[src/rtl/fetch_stage.sv]
// Instruction fetch stage: PC register, memory request/response handling and the IF/ID register.
// A RUN/KILL FSM drops the response to an in-flight request when a redirect lands mid-wait.
module fetch_stage #(
    parameter int                ADDR_W   = 32,
    parameter int                INSTR_W  = 32,
    parameter logic [ADDR_W-1:0] RESET_PC = '0
) (
    input  logic               clk,
    input  logic               rst,
    input  logic               freeze,
    input  logic               branch_taken,
    input  logic [ADDR_W-1:0]  branch_addr,
    output logic               imem_req,
    output logic [ADDR_W-1:0]  imem_addr,
    input  logic               imem_ready,
    input  logic [INSTR_W-1:0] imem_rdata,
    output logic [ADDR_W-1:0]  pc_out,
    output logic [INSTR_W-1:0] instr_out,
    output logic               valid_out
);

    // Handshake: a request is outstanding whenever imem_req=1; imem_addr is held
    // until imem_ready=1, and a response is consumed only in a cycle with both high.
    typedef enum logic {RUN = 1'b0, KILL = 1'b1} state_t;

    state_t            state;
    logic [ADDR_W-1:0] pc;
    logic [ADDR_W-1:0] pending;
    logic [ADDR_W-1:0] pc_next_seq;
    logic              accept;

    assign imem_addr   = pc;
    assign accept      = imem_req && imem_ready;
    assign pc_next_seq = pc + ADDR_W'(4);

    always_ff @(posedge clk) begin
        if (!rst) begin
            state     <= RUN;
            pc        <= RESET_PC;
            pending   <= '0;
            imem_req  <= 1'b0;
            pc_out    <= '0;
            instr_out <= '0;
            valid_out <= 1'b0;
        end else begin
            imem_req <= 1'b1;
            case (state)
                RUN: begin
                    if (branch_taken) begin
                        valid_out <= 1'b0;
                        instr_out <= '0;
                        if (imem_req && !imem_ready) begin
                            // Address must stay put until the stale response drains.
                            pending <= branch_addr;
                            state   <= KILL;
                        end else begin
                            pc <= branch_addr;
                        end
                    end else if (freeze) begin
                        // Hold everything; an accepted response is re-requested.
                        state <= RUN;
                    end else if (accept) begin
                        pc        <= pc_next_seq;
                        pc_out    <= pc_next_seq;
                        instr_out <= imem_rdata;
                        valid_out <= 1'b1;
                    end else begin
                        valid_out <= 1'b0;
                    end
                end
                KILL: begin
                    valid_out <= 1'b0;
                    instr_out <= '0;
                    if (branch_taken && imem_ready) begin
                        pc    <= branch_addr;
                        state <= RUN;
                    end else if (branch_taken) begin
                        pending <= branch_addr;
                    end else if (imem_ready) begin
                        pc    <= pending;
                        state <= RUN;
                    end
                end
                default: state <= RUN;
            endcase
        end
    end

endmodule

[config.mk]
export PLATFORM = sky130hd
export DESIGN_NAME = fetch_stage
export DESIGN_NICKNAME = d
export VERILOG_FILES = /design/src/rtl/fetch_stage.sv
export SDC_FILE = /design/constraint.sdc
export NUM_CORES = 1
export LEC_CHECK = 0
export ABC_CLOCK_PERIOD_IN_PS = 2600
export BUFFER_PORTS_ARGS = -buffer_cell sky130_fd_sc_hd__buf_2
export CORE_MARGIN = 10
export CORE_UTILIZATION = 50
export CTS_BUF_LIST = sky130_fd_sc_hd__clkbuf_16
export DETAILED_ROUTE_END_ITERATION = 6
export PLACE_DENSITY = 0.75
export SKIP_LAST_GASP = 1
export SLEW_MARGIN = 5
export SYNTH_ARGS = -nofsm -noshare
export SYNTH_HDL_FRONTEND = slang
export SYNTH_SLANG_ARGS = --single-unit
[constraint.sdc]
create_clock -name clk -period 2.6 [get_ports clk]
set_clock_uncertainty 0.15 [all_clocks]
set_input_delay 0.26 -clock clk [delete_from_list [all_inputs] [get_ports clk]]
set_output_delay 0.26 -clock clk [all_outputs]
set_load 0.1 [all_outputs]
# Yosys cells after proc, flatten, opt, wreduce, memory -nomap -nowiden
# Cells that the tools add are included.
# word_totals
reg_bits	131
out_inout_bits	98
word_cells	56
# op_classes
add_sub_neg	1
eq_ne	9
mux	28
bitwise	3
reduce_logical	8
# ops
operator	n
$mux W32	14
$pmux W32 S2	3
$add A32 B3 Y32 const B	1
$mux W1	9
$ne A3 B3 Y1 const B	3
$ne A2 B2 Y1 const B	4
$reduce_and A4 Y1	2
$ne A3 B2 Y1 const B	2
$reduce_and A5 Y1	1
$pmux W1 S2	2
$logic_and A1 B1 Y1	3
$not A1 Y1	3
$reduce_and A2 Y1	1
$logic_not A1 Y1	1

# Longest topological paths before layout
# depth
ltp_word	5
mapped_depth	8

# Least setup slack after synthesis
# Ideal clock, no wire load.
# synth_timing
kind	reg-to-reg
from	register pc[7] (netlist: imem_addr[7])
to	register pc[27] (netlist: imem_addr[27])
setup_ns	0.070
arrival_time_ns	2.771
required_time_ns	2.380
path_slack_ns	-0.391
path_stages_with_launch	7
path_buffers	1
synth_period_minus_slack_ns	2.991
cell_sequence	dfxtp_1 -> buf_2 -> nand3_4 -> or4_4 -> nor4_2 -> mux2_2 -> a21oi_1
# synth_between
elab_chain_len	5
# synth_lines
item	line_no	source
start: declaration	27	logic [ADDR_W-1:0] pc;
start signal: assignment	57	pc <= branch_addr;
start signal: assignment	63	pc <= pc_next_seq;
start signal: assignment	75	pc <= branch_addr;
$add A32 B3 Y32	34	assign pc_next_seq = pc + ADDR_W'(4);
$mux W32	62	end else if (accept) begin
$mux W32	59	end else if (freeze) begin
$mux W32	49	if (branch_taken) begin
$pmux W32 S2	47	case (state)
# No other way between the ends. The select of a mux whose other input is x is not followed.
# A chain may end at the register's enable or synchronous reset.

# Final worst setup path
# layout_timing
from	register pc[8] (netlist: imem_addr[8])
to	register pc[27] (netlist: imem_addr[27])
# The elaborated chain is that of the path after synthesis.

==> flow_metrics.py <==
metrics = {
    "status": {
        "outcome": "complete, no violations",
    },
    "timing": {
        "hold_slack_ns": 0.119,
        "period_share": 0.919,
        "hold_viol": 0,
        "rsz0062_at_grt": "false",
        "setup_viol": 0,
        "slew_headroom": 0.529,
        "report.final.slew_viol_count": 0,
        "finalCriticalPeriod_ns": 2.39,
        "worst-slew-pin-transition_ns": 0.707,
        "max_freq_mhz": 419,
        "setup_tns_ns": 0,
    },
    "layout": {
        "drive_gt1_frac": 0.266,
        "nets": 1020,
        "nFillCells": 886,
        "diodes": 0,
        "area_growth_pct": 36.4,
    },
    "synth": {
        "synth_warnings": 0,
        "ys_dominant_reg_cell": "dfxtp_1",
        "synth_most_common_cell": "nand2_1",
        "synth-simple-area-share": 0.219,
        "synth-edff-count": 0,
        "netlist_top_cells_count": "nand2_1 (174), dfxtp_1 (131), a21oi_1 (98)",
        "avgSynthCellArea_sq_um": 8.01,
        "async_reset_ff_frac": 0,
        "synthAdderAreaFrac": 0.00212,
        "ys_seq_area_frac": 0.444,
        "synth_cell_type_count": 69,
        "synth_top_family_by_area": "compound AO/OA/AOI/OAI gates",
        "synth_largest_area_cell": "dfxtp_1",
        "synth_mux_area_frac": 0.00360,
        "synth_cells": 737,
        "ys_ff_latch": 131,
        "synth_top_area_frac": 0.444,
        "synth.area.top_cells": "dfxtp_1 (44%), nand2_1 (11%), a21oi_1 (8.3%)",
        "syn-cell-area_sq_um": 5900,
        "synthXorXnorAreaFrac": 0.0401,
        "synth_fp_nets": 807,
        "synth_compound_area_frac": 0.246,
    },
    "grt": {
        "gr-total-overflow": 0,
        "grt_max_degree": 65,
        "grt_first_pass_wirelength_um": 32900,
        "grt_pass1_vias": 6181,
        "track_usage": 0.246,
        "antenna_found_initial": 0,
    },
    "clock_network": {
        "cts_sinks": 131,
        "clk_latency_ns": 0.42,
        "htreeDepth": 4,
        "cts_inserted_buffers": 17,
        "clk_transition_reported_paths_ns": 0.05,
        "clockRootBuffer": "clkbuf_16",
        "cts-resized-gates": 0,
        "cts_tree": "done",
        "cts_buffer_depth": 2,
    },
    "placed_design": {
        "finalWeightedCongestion": 0.945,
        "portBuffers": 166,
        "hpwlAfterDp_um": 14200,
    },
    "route": {
        "drt_iter0_markers": 716,
        "via_count": 6415,
        "drc": 0,
        "dr.pass1.iters": 5,
        "vias_per_cell": 5.82,
        "wl_um": 21000,
        "wl_per_cell_um": 19.1,
        "antenna_left": 0,
    },
    "critical_path": {
        "worstSetupPathType": "reg -> reg",
        "worstSetupStartpointType": "flip-flop",
        "critPathMaxFanout": 11,
        "critPathRequiredTime_ns": 2.79,
        "worst-endpoint-arrival_ns": 2.58,
        "end_kind": "flip-flop",
    },
    "pwr": {
        "p_leak_nw": 3.25,
        "power_density_nw_per_um2": 657,
        "max-vdd-ir-drop_uv": 536,
    },
    "min_path": {
        "worstHoldPathType": "in -> reg",
    },
    "die": {
        "boundaryPins": 167,
        "initial_core_util": 0.515,
        "die_h_um": 129,
        "row_count": 39,
        "die_area_sq_um": 16600,
        "die_width_um": 129,
        "core_sq_um": 11500,
    },
    "job": {
        "max_cap_viol_count": 0,
    },
}
==> logic make-up after synthesis <==
kind of cell,Yosys count
AOI/OAI and AO/OA,229
muxes,2
buffers and inverters,66
DFF,131
and+or+nand+nor,281
xor gates and xnor gates,27
adders and majority gates,1
==> power breakdown <==
group	switching, mW	internal [mW]	total, mW	leakage (nW)
sequential	0.0881	2.09	2.18	1.08
clock	0.832	1.26	2.09	0.249
combinational	0.737	0.280	1.02	1.93
total	1.66	3.63	5.29	3.25
==> per-stage QoR <==
stage	instance area (sq um)	total power [mW]	utilization	setup WS (ns)	cells
6_report	8060	5.29	0.702	0.212	1102
5_1_grt	8060	5.46	0.702	0.0779	1102
4_1_cts	8060	5.29	0.702	0.230	1102
3_5_place_dp	6890	3.14	0.601	0.248	1008
3_3_place_gp	6890	3.13	0.601	0.306	1008
2_1_floorplan	5940	2.91	-	0.00765	737
==> critical path: stages (launching register included) <==
cell     delay [ns]
dfxtp_2        0.41
nand3_4        0.14
or4_4          0.69
nor4_2         0.39
mux2_2         0.38
a21oi_1        0.15
==> repair_timing <==
action                                  CTS  global route
hold buffers                             66             0
endpoints found under the setup margin    0             0
buffers inserted                          0             0
hold endpoints to repair                 68             0
==> cell type report <==
class | instances | area, sq um | share of cell area
Inverter | 5 | 18.8 | 0.00233
Timing Repair Buffer | 255 | 1680 | 0.208
Multi-Input combinational cell | 540 | 3020 | 0.375
Clock buffer | 17 | 425 | 0.0528
Sequential cell | 131 | 2660 | 0.330
Clock inverter | 11 | 75.1 | 0.00932
Tap cell | 143 | 179 | 0.0222
==> sequential cells by signal, summed over array words and instances (netlist names) <==
register and cells:
imem_addr 32, imem_req 1, instr_out 32, pc_out 32
pending 32, state 1, valid_out 1
==> worst paths after layout <==
path | startpoint | slack, ns | to | depth (start not counted)
max | imem_addr[8] | 0.21 | imem_addr[27] | 5
min | rst | 0.12 | pc_out[26] | 3
max reg2reg | imem_addr[8] | 0.21 | imem_addr[27] | 5
min reg2reg | pc_out[1] | 0.30 | pc_out[1] | 2
==> layer usage <==
metal	part of all wire	wire length [um]	track usage
met1	0.42	8790	0.312
met2	0.45	9530	0.374
met3	0.11	2250	0.0928
met4	0.022	455	0.0864
met5	0	0	0
==> placed cells by master (no fill, tap or decap), drive strengths merged, types with 3 or more instances in the layout <==
master         n
o2bb2ai        6
buf          189
nand3          9
o31ai          4
a21o           3
o22ai          4
a221o          3
xor2           4
dfxtp        131
and3           3
nor3          12
a31oi          4
nor2          45
or4            4
and2           3
a221oi         6
nand2        174
a32o           4
o21ai         40
a21oi         99
dlygate4sd3   66
inv            5
xnor2         23
or3            4
nor4          10
clkbuf        17
a211oi        13
nand4          5
a22o          11
clkinv         9
a22oi          9
a222oi         3
a311oi         3
Note: power is estimated with default switching activity, not from simulation.
